$ cat src/rtl/cnn_pkg.sv
// Shared constants and types for the single-layer 1-D convolution engine.
package cnn_pkg;
    localparam int DATA_W  = 4;
    localparam int TAPS    = 3;
    localparam int NUM_WIN = 5;
    localparam int DEPTH   = TAPS * NUM_WIN;
    localparam int PROD_W  = 2 * DATA_W;
    localparam int RES_W   = PROD_W + 2;
    localparam int ADDR_W  = 4;
    localparam int RPTR_W  = 3;

    typedef logic [PROD_W-1:0] prod_t;
    typedef logic [RES_W-1:0]  res_t;
endpackage

$ cat src/rtl/cnn_reg_file.sv
// Product storage: DEPTH x PROD_W, one synchronous write port, three asynchronous read ports.
module cnn_reg_file
    import cnn_pkg::*;
(
    input  logic              clk,
    input  logic              reset,
    input  logic              wr_en_i,
    input  logic [ADDR_W-1:0] wr_addr_i,
    input  logic [PROD_W-1:0] wr_data_i,
    input  logic [ADDR_W-1:0] rd_addr0_i,
    input  logic [ADDR_W-1:0] rd_addr1_i,
    input  logic [ADDR_W-1:0] rd_addr2_i,
    output logic [PROD_W-1:0] rd_data0_o,
    output logic [PROD_W-1:0] rd_data1_o,
    output logic [PROD_W-1:0] rd_data2_o
);
    prod_t mem_q [DEPTH];

    always_ff @(posedge clk or posedge reset) begin
        if (reset) begin
            for (int i = 0; i < DEPTH; i++) begin
                mem_q[i] <= '0;
            end
        end else if (wr_en_i && (wr_addr_i < ADDR_W'(DEPTH))) begin
            mem_q[wr_addr_i] <= wr_data_i;
        end
    end

    // Addresses beyond the array read as zero rather than indexing out of range.
    assign rd_data0_o = (rd_addr0_i < ADDR_W'(DEPTH)) ? mem_q[rd_addr0_i] : '0;
    assign rd_data1_o = (rd_addr1_i < ADDR_W'(DEPTH)) ? mem_q[rd_addr1_i] : '0;
    assign rd_data2_o = (rd_addr2_i < ADDR_W'(DEPTH)) ? mem_q[rd_addr2_i] : '0;
endmodule

$ cat src/rtl/cnn_single_layer_1d.sv
// 1-D convolution engine: stores Image*Filter products while Start is high,
// then emits one 3-tap window sum per ReadEn clock.
module cnn_single_layer_1d
    import cnn_pkg::*;
(
    input  logic              clk,
    input  logic              reset,
    input  logic              Start,
    input  logic [DATA_W-1:0] Image,
    input  logic [DATA_W-1:0] Filter,
    input  logic              ReadEn,
    output logic [RES_W-1:0]  ConvResult
);
    logic              start_q;
    logic [ADDR_W-1:0] wptr_q, wptr_d;
    logic [RPTR_W-1:0] rptr_q, rptr_d;
    res_t              conv_q, conv_d;
    logic              start_rise;
    logic              wr_en;
    logic [ADDR_W-1:0] wr_addr;
    prod_t             prod;
    logic [ADDR_W-1:0] rd_addr0, rd_addr1, rd_addr2;
    prod_t             rd_data0, rd_data1, rd_data2;
    res_t              win_sum;

    assign start_rise = Start && !start_q;
    assign prod       = PROD_W'(Image) * PROD_W'(Filter);

    // Window base address 3*rptr built as 2*rptr + rptr.
    assign rd_addr0 = {rptr_q, 1'b0} + {1'b0, rptr_q};
    assign rd_addr1 = rd_addr0 + ADDR_W'(1);
    assign rd_addr2 = rd_addr0 + ADDR_W'(2);
    assign win_sum  = RES_W'(rd_data0) + RES_W'(rd_data1) + RES_W'(rd_data2);

    always_comb begin
        wptr_d  = wptr_q;
        rptr_d  = rptr_q;
        conv_d  = conv_q;
        wr_en   = 1'b0;
        wr_addr = wptr_q;
        if (start_rise) begin
            wr_en   = 1'b1;
            wr_addr = '0;
            wptr_d  = ADDR_W'(1);
            rptr_d  = '0;
        end else if (Start) begin
            if (wptr_q < ADDR_W'(DEPTH)) begin
                wr_en  = 1'b1;
                wptr_d = wptr_q + ADDR_W'(1);
            end
        end else if (ReadEn && (rptr_q < RPTR_W'(NUM_WIN))) begin
            conv_d = win_sum;
            rptr_d = rptr_q + RPTR_W'(1);
        end
    end

    always_ff @(posedge clk or posedge reset) begin
        if (reset) begin
            start_q <= 1'b0;
            wptr_q  <= '0;
            rptr_q  <= '0;
            conv_q  <= '0;
        end else begin
            start_q <= Start;
            wptr_q  <= wptr_d;
            rptr_q  <= rptr_d;
            conv_q  <= conv_d;
        end
    end

    assign ConvResult = conv_q;

    cnn_reg_file u_reg_file (
        .clk        (clk),
        .reset      (reset),
        .wr_en_i    (wr_en),
        .wr_addr_i  (wr_addr),
        .wr_data_i  (prod),
        .rd_addr0_i (rd_addr0),
        .rd_addr1_i (rd_addr1),
        .rd_addr2_i (rd_addr2),
        .rd_data0_o (rd_data0),
        .rd_data1_o (rd_data1),
        .rd_data2_o (rd_data2)
    );
endmodule

$ cat config.mk
export PLATFORM = sky130hd
export DESIGN_NAME = cnn_single_layer_1d
export DESIGN_NICKNAME = d
export VERILOG_FILES = /design/src/rtl/cnn_pkg.sv /design/src/rtl/cnn_reg_file.sv /design/src/rtl/cnn_single_layer_1d.sv
export SDC_FILE = /design/constraint.sdc
export NUM_CORES = 1
export LEC_CHECK = 0
export ABC_AREA = 1
export CAP_MARGIN = 0
export CORE_ASPECT_RATIO = 1.2
export CORE_MARGIN = 2
export CORE_UTILIZATION = 55
export DETAILED_ROUTE_END_ITERATION = 10
export GPL_TIMING_DRIVEN = 0
export PLACE_DENSITY_LB_ADDON = 0.15
export SETUP_SLACK_MARGIN = 0.5
export SLEW_MARGIN = 25
export SYNTH_ARGS = -nofsm -noshare
export SYNTH_HDL_FRONTEND = slang
export SYNTH_SLANG_ARGS = --single-unit
$ cat constraint.sdc
create_clock -name clk -period 7.1 [get_ports clk]
set_clock_uncertainty 0.05 [all_clocks]
set_input_delay 2.13 -clock clk [delete_from_list [all_inputs] [get_ports clk]]
set_output_delay 2.13 -clock clk [all_outputs]
set_load 0.005 [all_outputs]
==> results.cfg, run 1 <==
[status]
status = completed

[global_routing]
grt_max_degree = 72
grt_pass1_vias = 9672
grt_use_total = 0.427
antenna_found_initial = 0
overflow = 0
grt_pass1_wl_um = 58800

[worst_setup_path]
rr_startpoint = rptr_q[0]
path_max_fanout = 10
cp.arrival_ns = 6.53
required_ns = 7.41
slowest_delay_ns = 0.57
ff2ff_path_depth = 26
critPathMostFrequentCell = nand2_1
worst-setup-path-type = flip-flop to flip-flop
cp_top_family = adder cells
endpoint_kind = flip-flop
start_kind = flip-flop
crit_slowest_cell = dfrtp_1
reg2reg_to = ConvResult[7]
path_buf_inv = 8
rrSetupSlack_ns = 0.88

[synthesis]
yosys.area_share.simple = 0.377
synth_compound_area_frac = 0.110
ys_seq_elements = 138
ys_types = 32
muxShareOfSynthArea = 0
synth.yosys.warnings = 0
synth_edf_count = 0
synthXorXnorAreaFrac = 0.00453
ys.flop_type = dfrtp_1
netlist_area_um2 = 9670
synth_top_family_by_area = simple AND/OR/NAND/NOR gates
syn_area_per_cell_um2 = 6.70
synth_area_leader_cell = dfrtp_1
synth_most_common_cell = nand2_1
ys_async_sr_fraction = 1.00
yosys.area_share.adder = 0.0639
yosysTopAreaCellShare = 0.357
synth_common_cells = 527 x nand2_1, 219 x nand3_1, 139 x inv_1, 138 x dfrtp_1, 121 x o21ai_0
yosysSeqAreaShare = 0.357
synth_cells = 1445
synth_nets = 1498
synth_area_leaders = dfrtp_1 36%, nand2_1 20%, nand3_1 11%

[sta]
fmax_ghz = 0.161
rsz0062_at_grt = false
final.setup.worst_slack_ns = 0.883
slew_headroom = 0.248
setup_viol = 0
final-max-slew-violation-count = 0
report.final.hold_viol_count = 0
finalCritPeriodShare = 0.876
hold_slack_ns = 0.434
tightest_slew_ns = 1.12
min_period_ns = 6.22

[hold_path]
hold_path_end = ConvResult[0]
hold_start = ConvResult[0]
hold_depth = 2
hp-class = flip-flop to flip-flop

[placement]
place_congestion = 1.07
dp_hpwl_um = 29500
dp_slack_ns = 0.943
dpl-instance-area_um2 = 10200
port_buffers = 21

[cts]
cts_tree = built
cts_max_path_buffers = 2
clock_latency_ns = 0.44
cts.sink_count = 138
htreeDepth = 4
clk_pin_slew_ns = 0.07
cts_buffers = 17
cts_setup_buffers = 0
cts_root_buffer = clkbuf_16
cts_hold_buf = 0

[cells_and_area]
final_nets = 1539
final_util = 0.619
register_area_um2 = 3450
final_area_um2 = 10800
area_delta_synth_final_pct = 11.3
diodes = 0
multi_input_area_um2 = 5370
num-fill-cells = 1685
drive_above_1_share = 0.0700

[die]
die_area_um2 = 18700
num_rows = 53
die_h_um = 149
pin_count = 22
die_w_um = 125
core_um2 = 17400
initial_core_util = 0.557

[power_and_ir_drop]
vdd_ir_drop_max_mv = 0.340
pwr_density_cell_nw_per_um2 = 582
p_leak_nw = 5.49

[flow_run]
maxCapViolCount = 0

[drt]
totalWireLength_um = 39300
dr_total_vias = 10500
drc_errors = 0
wl_per_cell_um = 22.9
drtIter0Drc = 1393
drtAntennaViolNets = 0
via_per_inst = 6.11
first_pass_iters = 7
==> through the flow <==
step | power, mW | instances | TNS [ns]
after global routing | 6.75 | 1719 | 0
after detailed placement | 5.25 | 1687 | 0
after floorplan | 3.99 | 1445 | 0
after CTS | 6.14 | 1719 | 0
after global placement | 5.18 | 1686 | -88.88
final | 6.27 | 1719 | 0
==> where the power goes <==
part / internal [mW] / total (mW) / switching (mW)
registers: 1.06 / 1.31 / 0.256
logic: 1.36 / 4.06 / 2.70
clock network: 0.487 / 0.887 / 0.400
total: 2.91 / 6.27 / 3.36
==> tightest hold or removal path: stages, from the launching register on <==
cell and delay (ns):
dfrtp_1 0.35, nand2_1 0.05, nand2_1 0.05
==> flip-flops by register name, indices dropped and copies added, names as in the netlist <==
signal / cells
u_reg_file.mem_q: 120
ConvResult: 10
wptr_q: 4
rptr_q: 3
start_q: 1
==> logic make-up (layout without fill, tap and decap cells) <==
family,count (synthesis),in the layout
DFF,138,138
buffers and inverters,213,267
and+or+nand+nor,852,852
adders and majority gates,41,41
xor gates and xnor gates,5,5
AOI/OAI and AO/OA,196,196
==> layer usage <==
layer | up-vias | share of wire | global-route usage
li1 | 4751 | - | -
met1 | 4869 | 0.37 | 0.545
met2 | 720 | 0.44 | 0.657
met3 | 163 | 0.11 | 0.0951
met4 | 0 | 0.074 | 0.277
met5 | - | 0 | 0
==> layout by cell type (no fill, tap or decap), types with 2 or more instances in the layout <==
| cell | count |
|---|---|
| clkbuf_8 | 4 |
| dfrtp_1 | 138 |
| nand3_1 | 219 |
| clkbuf_1 | 24 |
| o211ai_1 | 30 |
| a21oi_1 | 16 |
| xnor2_1 | 2 |
| nor2_1 | 65 |
| inv_1 | 138 |
| or2_2 | 3 |
| clkinv_1 | 3 |
| clkinvlp_4 | 5 |
| clkdlybuf4s50_1 | 21 |
| clkbuf_16 | 17 |
| o22ai_1 | 2 |
| inv_2 | 4 |
| nor2_4 | 8 |
| nand2_1 | 527 |
| nand3_2 | 6 |
| xor2_1 | 3 |
| ha_1 | 27 |
| nor2_2 | 7 |
| buf_2 | 32 |
| inv_6 | 2 |
| o21ai_1 | 25 |
| nand2_4 | 2 |
| nand4_1 | 4 |
| nand3b_1 | 3 |
| buf_4 | 2 |
| clkinv_4 | 3 |
| nand2_2 | 6 |
| buf_1 | 8 |
| fa_1 | 14 |
| o21ai_0 | 121 |
==> worst max-delay path by stage <==
stage | startpoint | to | slack [ns] | depth (start not counted)
global placement | reset | u_reg_file.mem_q[9] | -0.66 | 2
CTS | rptr_q[0] | ConvResult[9] | 0.93 | 26
global route | rptr_q[0] | ConvResult[7] | 0.60 | 26
finish | rptr_q[0] | ConvResult[7] | 0.88 | 26
floorplan | reset | ConvResult[0] | 1.22 | 1
detailed placement | rptr_q[1] | ConvResult[9] | 0.94 | 25
==> area by class of cell <==
type	instances	area share
clock buffers	21	0.0446
repair buffers	22	0.0221
well taps	220	0.0256
plain buffers	67	0.0279
flip-flops and latches	138	0.321
clock inverters	11	0.00802
inverters	146	0.0516
multi-input cells	1094	0.499
==> what timing repair did <==
action | in CTS | in global routing
endpoints found under the hold margin | 0 | 0
resized for setup | 0 | 1
setup endpoints to repair | 0 | 1
(Power assumes the default switching activity.)
==> inputs of run 2 (changes only) <==
Settings changed: ABC_AREA 1 to 0.
==> run 2 against run 1 <==
Global-route usage fell by 11 points. Core utilization is 0.40 points higher. Synthesized cell count shrank 47%. Worst hold slack worse by 0.0046 ns. Die area down 4.0%. Final cell count shrank 40%. Routed wire length shrank 32%. Count of clock-buffer cells in the layout down 3. Clock power increased by 8.2%. Sequential power is 9.9% lower.
==> results.cfg, run 2 <==
[cts]
clk_pin_slew_ns = 0.06
cts_buffers = 17
cts_setup_buffers = 0
cts_tree = built
cts.sink_count = 138
clock_latency_ns = 0.44
cts_max_path_buffers = 2
htreeDepth = 4
cts_resized = 0
cts_hold_buf = 0
cts_root_buffer = clkbuf_16

[worst_setup_path]
path_max_fanout = 10
start_kind = flip-flop
ff2ff_path_depth = 19
endpoint_kind = flip-flop
cp.arrival_ns = 6.60
worst-setup-path-type = flip-flop to flip-flop
required_ns = 7.36

[synthesis]
netlist_area_um2 = 9270
synth_area_leader_cell = dfrtp_1
yosysTopAreaCellShare = 0.372
ys_seq_elements = 138
ys_async_sr_fraction = 1.00
yosysSeqAreaShare = 0.372
syn_area_per_cell_um2 = 12.1
ys.flop_type = dfrtp_1
synth_area_leaders = dfrtp_1 37%, mux4_2 17%, mux2_2 11%
ys_types = 54
synth.yosys.warnings = 0
synth_nets = 821
synth_cells = 768
synth_most_common_cell = dfrtp_1
synth_edf_count = 0
synth_common_cells = 138 x dfrtp_1, 89 x mux2_2, 77 x nand2_1, 72 x mux4_2, 39 x o21ai_0

[cells_and_area]
final_common_cell = dfrtp_1
final_cells = 1038
area_delta_synth_final_pct = 12.4
largest_reg_flops = 120
final_area_um2 = 10400
final_cell_mix = 138 x dfrtp_1, 89 x mux2_2, 77 x nand2_1, 72 x mux4_2, 39 x o21ai_0
num-fill-cells = 1307
final_nets = 862
top_register = u_reg_file.mem_q
diodes = 0
drive_above_1_share = 0.294

[drt]
via_per_inst = 6.68
wl_per_cell_um = 25.9
first_pass_iters = 6
dr_total_vias = 6938
totalWireLength_um = 26900
drtAntennaViolNets = 0
drtIter0Drc = 755
drc_errors = 0

[sta]
final-max-slew-violation-count = 0
rsz0062_at_grt = false
report.final.hold_viol_count = 0
finalCritPeriodShare = 0.892
final.setup.worst_slack_ns = 0.765
min_period_ns = 6.34
hold_slack_ns = 0.430
setup_viol = 0
fmax_ghz = 0.158
tightest_slew_ns = 1.08
slew_headroom = 0.274

[flow_run]
maxCapViolCount = 0

[power_and_ir_drop]
vdd_ir_drop_max_mv = 0.225
p_leak_nw = 4.65
pwr_density_cell_nw_per_um2 = 452

[global_routing]
grt_use_total = 0.320
grt_pass1_vias = 7110
overflow = 0
antenna_found_initial = 0
grt_max_degree = 96
grt_pass1_wl_um = 42200

[hold_path]
hp-class = flip-flop to flip-flop
hold_depth = 2

[placement]
dpl-instance-area_um2 = 9800
place_congestion = 1.00
dp_slack_ns = 0.907
dp_hpwl_um = 19500
port_buffers = 21
dp_cells = 1006

[die]
die_area_um2 = 17900
die_h_um = 146
initial_core_util = 0.555
die_w_um = 123
pin_count = 22
core_um2 = 16700
num_rows = 52

[status]
status = completed
## run 2: changes by cell type in the layout (fill, tap and decap cells not counted), sizes merged, moves of 27 or more
cell	change
nand3	-207
inv	-111
nand2	-457
mux2	+108
mux2i	+32
o21ai	-106
nor2	-53
o211ai	-27
mux4	+72
## run 2: logic make-up after synthesis
kind of cell	after synthesis	share of synthesized area
AOI/OAI and AO/OA	129	0.0864
xor gates and xnor gates	13	0.0151
adders and majority gates	41	0.0667
buffers and inverters	81	0.0383
DFF	138	0.372
muxes	212	0.341
and+or+nand+nor	154	0.0806
## run 2: power breakdown
group	internal, mW	switching, mW
Sequential	0.986	0.197
Combinational	1.15	1.42
Clock	0.571	0.389
## run 2: routing by layer
layer  GRT usage  part of all wire  up-vias
met5           0                 0        -
met4      0.0983             0.029        0
met3      0.0961              0.10       66
met2       0.503              0.48      391
met1       0.428              0.39     3518
li1            -                 -     2963
## run 2: path summary, 6_finish.rpt
kind                                from               endpoint  slack [ns]
max                            rptr_q[1]          ConvResult[7]        0.76
min                        ConvResult[7]          ConvResult[7]        0.43
max reg2reg                    rptr_q[1]          ConvResult[7]        0.76
min reg2reg                ConvResult[7]          ConvResult[7]        0.43
max in group asynchronous          reset   u_reg_file.mem_q[43]        4.18
min in group asynchronous          reset  u_reg_file.mem_q[114]        2.03
## run 2: cell type report
| type | count | area [µm²] | share of cell area |
|---|---|---|---|
| multi-input combinational | 549 | 5480 | 0.525 |
| inverter | 29 | 116 | 0.0112 |
| buffer | 52 | 246 | 0.0236 |
| timing repair buffer | 22 | 238 | 0.0228 |
| clock inverter | 14 | 185 | 0.0178 |
| clock buffer | 18 | 439 | 0.0421 |
| sequential | 138 | 3450 | 0.331 |
| tap | 216 | 270 | 0.0259 |
## run 2: per-stage QoR
stage / total power, mW / utilization / TNS [ns]
CTS: 4.67 / 0.623 / 0
global route: 5.02 / 0.623 / 0
finish: 4.71 / 0.623 / 0
floorplan: 2.98 / - / 0
detailed placement: 3.71 / 0.586 / 0
global placement: 3.63 / 0.583 / -62.46
## run 2: worst max-delay path, stage by stage, from the launching register on
cell and delay (ns):
dfrtp_1 0.45, ha_1 0.18, inv_1 0.05, fa_1 0.59, buf_1 0.71, inv_1 0.25
ha_1 0.46, buf_1 0.58, inv_2 0.31, mux2i_1 0.26, o32a_1 0.23, fa_1 0.48
inv_1 0.04, ha_1 0.23, fa_1 0.41, a21o_1 0.21, a31oi_1 0.27, nand2b_1 0.10
a211oi_1 0.24, o31ai_1 0.10
==> inputs of run 3 (changes only) <==
--- a/config.mk
+++ b/config.mk
@@ -20 +20,2 @@
 export SYNTH_SLANG_ARGS = --single-unit
+export TNS_END_PERCENT = 10
==> constraint.sdc (replaced) <==
create_clock -name clk -period 7.1 [get_ports clk]
set_clock_uncertainty 0.05 [all_clocks]
set_input_delay 1.775 -clock clk [delete_from_list [all_inputs] [get_ports clk]]
set_output_delay 1.775 -clock clk [all_outputs]
set_load 0.1 [all_outputs]
==> results of run 3 <==
Same layout as run 2 (identical final DEF). Status: completed.
Main changes from that run: total power 4.71 mW -> 4.89 mW; worst IR drop on VDD 0.225 mV -> 0.237 mV
